[src/rtl/regfile_pkg.sv]
// Shared defaults, clear-engine state encoding and address-width helper for regfile_mp.
package regfile_pkg;

  localparam int XLEN_DEF = 32;
  localparam int NREG_DEF = 32;
  localparam int NRD_DEF  = 2;

  typedef enum logic {
    CLR_IDLE = 1'b0,
    CLR_RUN  = 1'b1
  } clr_state_t;

  function automatic int aw_of(input int n);
    return (n > 1) ? $clog2(n) : 1;
  endfunction

endpackage

[src/rtl/regfile_mp_if.sv]
// Decode/writeback/debug-facing bundle of regfile_mp; master drives requests, slave is the file.
interface regfile_mp_if
  import regfile_pkg::*;
#(
  parameter int XLEN = XLEN_DEF,
  parameter int NREG = NREG_DEF,
  parameter int NRD  = NRD_DEF
);
  localparam int AW = aw_of(NREG);

  logic                 RE;
  logic [NRD*AW-1:0]    RA;
  logic [NRD*XLEN-1:0]  RD;
  logic [NRD-1:0]       RPEND;
  logic                 WE;
  logic [AW-1:0]        WA;
  logic [XLEN-1:0]      WD;
  logic                 RSV_EN;
  logic [AW-1:0]        RSV_A;
  logic                 CLR_REQ;
  logic                 CLR_BUSY;
  logic [AW-1:0]        DBG_SEL;
  logic [XLEN-1:0]      DBG;

  modport master (
    output RE, RA, WE, WA, WD, RSV_EN, RSV_A, CLR_REQ, DBG_SEL,
    input  RD, RPEND, CLR_BUSY, DBG
  );

  modport slave (
    input  RE, RA, WE, WA, WD, RSV_EN, RSV_A, CLR_REQ, DBG_SEL,
    output RD, RPEND, CLR_BUSY, DBG
  );

endinterface

[src/rtl/regfile_scoreboard.sv]
// Per-register pending bits: flush clears all, release clears one, reserve sets one (reserve wins).
module regfile_scoreboard
  import regfile_pkg::*;
#(
  parameter int NREG = NREG_DEF,
  parameter int NRD  = NRD_DEF,
  parameter int AW   = aw_of(NREG)
) (
  input  logic              CLK_DC,
  input  logic              RST,
  input  logic              flush,
  input  logic              rsv_en,
  input  logic [AW-1:0]     rsv_a,
  input  logic              rel_en,
  input  logic [AW-1:0]     rel_a,
  input  logic [NRD*AW-1:0] lk_a,
  output logic [NRD-1:0]    lk_pend
);

  logic [NREG-1:0] pend_q;

  // Later non-blocking assignment takes effect, so a same-address reserve overrides the release.
  always_ff @(posedge CLK_DC or negedge RST) begin
    if (!RST) begin
      pend_q <= '0;
    end else if (flush) begin
      pend_q <= '0;
    end else begin
      if (rel_en) pend_q[rel_a] <= 1'b0;
      if (rsv_en) pend_q[rsv_a] <= 1'b1;
    end
  end

  for (genvar g = 0; g < NRD; g++) begin : g_lk
    assign lk_pend[g] = pend_q[lk_a[g*AW +: AW]];
  end

endmodule

[src/rtl/regfile_mp.sv]
// Multi-read-port register file with pending scoreboard, bulk-clear engine and debug tap.
// Optional write-to-read bypass enabled by defining REGFILE_BYPASS_EN.
//
// state    | meaning
// CLR_IDLE | normal operation; writes, reserves and clear requests accepted
// CLR_RUN  | zeroing one register per cycle from x1 up to x(NREG-1)
module regfile_mp
  import regfile_pkg::*;
#(
  parameter int XLEN = XLEN_DEF,
  parameter int NREG = NREG_DEF,
  parameter int NRD  = NRD_DEF
) (
  input logic         CLK_DC,
  input logic         RST,
  regfile_mp_if.slave bus
);

  localparam int AW = aw_of(NREG);

  clr_state_t      state_q, state_d;
  logic [AW-1:0]   idx_q, idx_d;
  logic [XLEN-1:0] regs   [NREG];
  logic [XLEN-1:0] rd_q   [NRD];
  logic [XLEN-1:0] rd_nxt [NRD];
  logic [AW-1:0]   ra     [NRD];
  logic [NRD-1:0]  rpend_q, rp_nxt, lk_pend;
  logic [XLEN-1:0] dbg_q;
  logic            idle, wr_ok, rsv_ok, flush;

  assign idle   = (state_q == CLR_IDLE);
  assign wr_ok  = idle && bus.WE && (bus.WA != '0);
  assign rsv_ok = idle && bus.RSV_EN && (bus.RSV_A != '0);
  assign flush  = idle && bus.CLR_REQ;

  always_ff @(posedge CLK_DC or negedge RST) begin
    if (!RST) begin
      state_q <= CLR_IDLE;
      idx_q   <= '0;
    end else begin
      state_q <= state_d;
      idx_q   <= idx_d;
    end
  end

  always_comb begin
    state_d = state_q;
    idx_d   = idx_q;
    case (state_q)
      CLR_IDLE: begin
        if (bus.CLR_REQ) begin
          state_d = CLR_RUN;
          idx_d   = AW'(1);
        end
      end
      CLR_RUN: begin
        idx_d = idx_q + AW'(1);
        if (idx_q == AW'(NREG - 1)) state_d = CLR_IDLE;
      end
      default: state_d = CLR_IDLE;
    endcase
  end

  // x0 is never written, so its reset value keeps it hardwired to zero.
  always_ff @(posedge CLK_DC or negedge RST) begin
    if (!RST) begin
      for (int k = 0; k < NREG; k++) regs[k] <= '0;
    end else if (wr_ok) begin
      regs[bus.WA] <= bus.WD;
    end else if (state_q == CLR_RUN) begin
      regs[idx_q] <= '0;
    end
  end

  regfile_scoreboard #(
    .NREG (NREG),
    .NRD  (NRD),
    .AW   (AW)
  ) u_sb (
    .CLK_DC  (CLK_DC),
    .RST     (RST),
    .flush   (flush),
    .rsv_en  (rsv_ok),
    .rsv_a   (bus.RSV_A),
    .rel_en  (wr_ok),
    .rel_a   (bus.WA),
    .lk_a    (bus.RA),
    .lk_pend (lk_pend)
  );

  always_comb begin
    for (int i = 0; i < NRD; i++) begin
      ra[i]     = bus.RA[i*AW +: AW];
      rd_nxt[i] = (ra[i] == '0) ? '0 : regs[ra[i]];
      rp_nxt[i] = lk_pend[i];
`ifdef REGFILE_BYPASS_EN
      if (wr_ok && (bus.WA == ra[i])) begin
        rd_nxt[i] = bus.WD;
        rp_nxt[i] = rsv_ok && (bus.RSV_A == ra[i]);
      end
`endif
    end
  end

  always_ff @(posedge CLK_DC or negedge RST) begin
    if (!RST) begin
      for (int i = 0; i < NRD; i++) rd_q[i] <= '0;
      rpend_q <= '0;
    end else if (bus.RE) begin
      for (int i = 0; i < NRD; i++) rd_q[i] <= rd_nxt[i];
      rpend_q <= rp_nxt;
    end
  end

  always_ff @(posedge CLK_DC or negedge RST) begin
    if (!RST) dbg_q <= '0;
    else      dbg_q <= regs[bus.DBG_SEL];
  end

  for (genvar g = 0; g < NRD; g++) begin : g_rd
    assign bus.RD[g*XLEN +: XLEN] = rd_q[g];
  end

  assign bus.RPEND    = rpend_q;
  assign bus.DBG      = dbg_q;
  assign bus.CLR_BUSY = (state_q == CLR_RUN);

endmodule

[src/flat_wrapper.sv]
// flat-port wrapper written by rule: the top's interface ports become plain ports
module regfile_mp_flat import regfile_pkg::*;
#(
  parameter int XLEN = XLEN_DEF,
  parameter int NREG = NREG_DEF,
  parameter int NRD  = NRD_DEF
)
  (CLK_DC, RST, bus_RE, bus_RA, bus_WE, bus_WA, bus_WD, bus_RSV_EN, bus_RSV_A, bus_CLR_REQ, bus_DBG_SEL, bus_RD, bus_RPEND, bus_CLR_BUSY, bus_DBG);
  regfile_mp_if #(.XLEN(XLEN), .NREG(NREG), .NRD(NRD)) bus_i ();
  input logic CLK_DC;
  input logic RST;
  input wire logic [$bits(bus_i.RE)-1:0] bus_RE;
  input wire logic [$bits(bus_i.RA)-1:0] bus_RA;
  input wire logic [$bits(bus_i.WE)-1:0] bus_WE;
  input wire logic [$bits(bus_i.WA)-1:0] bus_WA;
  input wire logic [$bits(bus_i.WD)-1:0] bus_WD;
  input wire logic [$bits(bus_i.RSV_EN)-1:0] bus_RSV_EN;
  input wire logic [$bits(bus_i.RSV_A)-1:0] bus_RSV_A;
  input wire logic [$bits(bus_i.CLR_REQ)-1:0] bus_CLR_REQ;
  input wire logic [$bits(bus_i.DBG_SEL)-1:0] bus_DBG_SEL;
  output wire logic [$bits(bus_i.RD)-1:0] bus_RD;
  output wire logic [$bits(bus_i.RPEND)-1:0] bus_RPEND;
  output wire logic [$bits(bus_i.CLR_BUSY)-1:0] bus_CLR_BUSY;
  output wire logic [$bits(bus_i.DBG)-1:0] bus_DBG;
  assign bus_i.RE = bus_RE;
  assign bus_i.RA = bus_RA;
  assign bus_i.WE = bus_WE;
  assign bus_i.WA = bus_WA;
  assign bus_i.WD = bus_WD;
  assign bus_i.RSV_EN = bus_RSV_EN;
  assign bus_i.RSV_A = bus_RSV_A;
  assign bus_i.CLR_REQ = bus_CLR_REQ;
  assign bus_i.DBG_SEL = bus_DBG_SEL;
  assign bus_RD = bus_i.RD;
  assign bus_RPEND = bus_i.RPEND;
  assign bus_CLR_BUSY = bus_i.CLR_BUSY;
  assign bus_DBG = bus_i.DBG;
  regfile_mp #(.XLEN(XLEN), .NREG(NREG), .NRD(NRD)) u_core (.CLK_DC(CLK_DC), .RST(RST), .bus(bus_i));
endmodule
[config.mk]
export PLATFORM = sky130hd
export DESIGN_NAME = regfile_mp_flat
export DESIGN_NICKNAME = d
export VERILOG_FILES = /design/src/rtl/regfile_pkg.sv /design/src/rtl/regfile_mp_if.sv /design/src/rtl/regfile_scoreboard.sv /design/src/rtl/regfile_mp.sv /design/src/flat_wrapper.sv
export SDC_FILE = /design/constraint.sdc
export NUM_CORES = 2
export LEC_CHECK = 0
export CAP_MARGIN = 20
export CORE_MARGIN = 5
export CORE_UTILIZATION = 63
export DETAILED_ROUTE_END_ITERATION = 10
export GPL_TIMING_DRIVEN = 0
export PLACE_DENSITY_LB_ADDON = 0.1
export SKIP_LAST_GASP = 1
export SLEW_MARGIN = 20
export SYNTH_ARGS = -nofsm -noshare
export SYNTH_HDL_FRONTEND = slang
export SYNTH_SLANG_ARGS = --single-unit
[constraint.sdc]
create_clock -name CLK_DC -period 2.84 [get_ports CLK_DC]
set_clock_uncertainty 0.15 [all_clocks]
set_input_delay 0.71 -clock CLK_DC [delete_from_list [all_inputs] [get_ports CLK_DC]]
set_output_delay 0.71 -clock CLK_DC [all_outputs]
set_load 0.01 [all_outputs]
==> results.tsv <==
stage	metric	value	unit
route	initial DRC count	9115	
clocking	CTS clk-pin slew, worst paths	0.06	ns
die	Initial Util	63.6	%
layout	share of cells above drive strength 1	32.4	%
yosys	Synth Flop Type	dfrtp_1	
yosys	number of synthesis warnings	0	
die	Die H	333	µm
sta	unrepaired setup endpoints after global routing	yes	
power	Pint	0.0318	W
power	Switch Pwr	0.0158	W
worst_setup_path	startpoint types	input port	
sta	measured slew at the worst slew-check pin	1.19	ns
grt	first-pass GRT wire length	379000	µm
die	Site Rows	118	
worst_setup_path	worst r2r path cells	8	
power	VDD IR-drop max	0.575	mV
yosys	syn_nets	4617	
yosys	ys async rst share	100	%
clocking	cts bufs inserted	130	
yosys	register bit count reported by yosys	1160	
clocking	worst skew pair latency	0.78	ns
layout	most frequent cells in the layout	dfrtp_1, a22o_1, mux4_2	
route	ANT nets after route	0	
die	core area	0.104	mm²
sta	Hold Violations, Final	105	
placed_design	cell count after placement	6095	
layout	commonest non-fill, non-tap cell in the layout	dfrtp_1	
layout	Fill cells	6933	
route	Residual DRC	0	
route	via count	52400	
sta	Final Setup Violations	253	
yosys	synthesized area	0.0659	mm²
sta	fmax	328	MHz
worst_setup_path	worst-path fanout max	10	
layout	nets	4940	
grt	grt ovf	0	
yosys	cell count after synthesis	4549	
power	PD cells	633	mW/mm²
placed_design	dpl ws	-1.95	ns
layout	Reg area	0.0290	mm²
grt	largest net degree at the start of global routing	139	
route	WL/cell	42.5	µm
power	sequential share of power	40.6	%
clocking	htree depth	4	
worst_setup_path	Setup CP Type	input port to register	
layout	Finished Layout Cells	6355	
grt	M2 GR Usage	63.7	%
clocking	CTS sink cnt	1160	
yosys	Distinct cells, synth	52	
layout	area delta synth->final	14.1	%
clocking	Clock Path Buffers	3	
sta	setup ws final	-0.204	ns
yosys	EDFF count, synth	0	
placed_design	buffers added on ports	147	
worst_setup_path	crit path launch	bus_WE	
sta	Worst slew margin	20.8	%
layout	area of the multi-input gates	0.0351	mm²
power	Comb pwr share	23.7	%
clocking	CTS tree	built	
grt	initial antenna violation count	15	
grt	met3 usage	28.6	%
yosys	syn avg cell area	14.5	µm²
clocking	root buffer cell	clkbuf_16	
run	maximum capacitance violations	0	
worst_setup_path	worst path arrival time	3.54	ns
worst_setup_path	R2R Path Start	u_core.bus.CLR_BUSY	
worst_setup_path	Critical Path Sink Type	register	
die	Die X-Extent	333	µm
worst_setup_path	Worst R2R End	u_core.regs[968]	
yosys	Seq/Total Area, Yosys	44.1	%
sta	min Tclk post-route	3.04	ns
route	First-pass DRT Iterations	8	
run_status	failing checks	negative hold slack, negative setup slack	
route	final WL	270000	µm
worst_setup_path	WP data required	3.33	ns
grt	global route hottest layer	met2	
grt	vias in the first global route	50800	
power	Sw Share	33.2	%
sta	Max Slew Vio Count	0	
worst_setup_path	flop-to-flop setup slack	-0.07	ns
grt	GRT Util Overall	48.3	%
sta	Setup TNS	-14.63	ns
route	vias per inst	8.24	
die	io pins	162	
power	LEAKAGE	32.1	nW
placed_design	hpwl dp	199000	µm
placed_design	placer's final routability congestion estimate	1.03	
grt	met1 Use GR	61.2	%
run_status	run status	finished, violations left	
sta	Hold Slack	-0.239	ns
hold_path	Hold WC Path Type	input port to async pin	
sta	fin crit share	107	%
power	Clk network pwr share	35.7	%
die	die area	0.111	mm²
==> state kept, by name, summed over array words and instances (netlist names) <==
name	count
u_core.u_sb.pend_q	32
u_core.bus.RPEND	2
u_core.bus.RD	64
u_core.idx_q	5
u_core.regs	1024
u_core.bus.CLR_BUSY	1
u_core.bus.DBG	32
==> cells in the mapped netlist (all sizes together) (35+ instances only) <==
cell    count  area (µm²)
nor2      119         447
nand2      37         139
mux4      838       18900
a21oi     153         769
buf       223        1100
mux2i     208        2080
clkbuf    358        1340
nand2b     35         219
dfrtp    1160       29000
o22ai      91         569
mux2       97        1090
o21ai      77         385
a22o      992        8690
==> power by group through the flow <==
stage	clock, W	sequential [W]	combinational (W)
after floorplan	0	0.0190	0.00619
after global placement	0	0.0194	0.00996
after detailed placement	0	0.0194	0.0103
after CTS	0.0169	0.0192	0.0107
after global routing	0.0176	0.0194	0.0115
final	0.0170	0.0193	0.0113
==> cells by family after synthesis <==
kind of cell	synth area share (%)
and+or+nand+nor	2.39
AOI/OAI and AO/OA	16.2
muxes	33.5
adders and majority gates	0.0950
xor gates and xnor gates	0.0266
DFF	44.1
buffers and inverters	3.77
==> timing repair <==
action / 4_1_cts / 5_1_grt
pin swaps: 9 / 6
buffers inserted: 21 / 10
endpoints found under the hold margin: 105 / 105
gates resized for setup: 251 / 156
endpoints found under the setup margin: 1082 / 881
==> how the worst max path moves through the flow <==
stage	end	slack (ns)	depth (start not counted)
global route	u_core.regs[740]	-0.09	6
global placement	u_core.regs[210]	-51.13	1
floorplan	u_core.bus.DBG[0]	0.09	6
finish	u_core.regs[968]	-0.20	6
detailed placement	u_core.bus.DBG[1]	-1.95	6
CTS	u_core.bus.RD[33]	-0.11	7
==> worst max-delay path: stages <==
cell,delay [ns]
clkdlybuf4s50_1,0.68
nor3b_1,0.49
and3_2,0.70
o22ai_4,0.31
clkbuf_2,0.35
a22o_1,0.27
==> layout make-up <==
class	count	share of cell area, %
well taps	1380	2.30
plain buffers	575	3.87
clock inverters	37	0.429
flip-flops and latches	1160	38.6
repair buffers	197	2.94
clock buffers	185	5.13
diodes	13	0.0433
multi-input cells	2796	46.6
inverters	12	0.0616
==> per-stage QoR <==
stage	area [µm²]	util [%]	total power, W	hold WS (ns)
floorplan	65900	-	0.0252	0.264
global placement	69100	66.6	0.0294	0.333
detailed placement	69600	67.1	0.0298	0.338
CTS	74700	72.1	0.0467	-0.238
global route	75200	72.5	0.0485	-0.198
finish	75200	72.5	0.0476	-0.239
==> metal layers <==
metal	share of wire [%]	up-vias
met5	0.18	-
met4	7.9	21
li1	-	19400
met1	33	27100
met2	40	4905
met3	18	955
No activity file was read; power rests on OpenSTA's default activity.
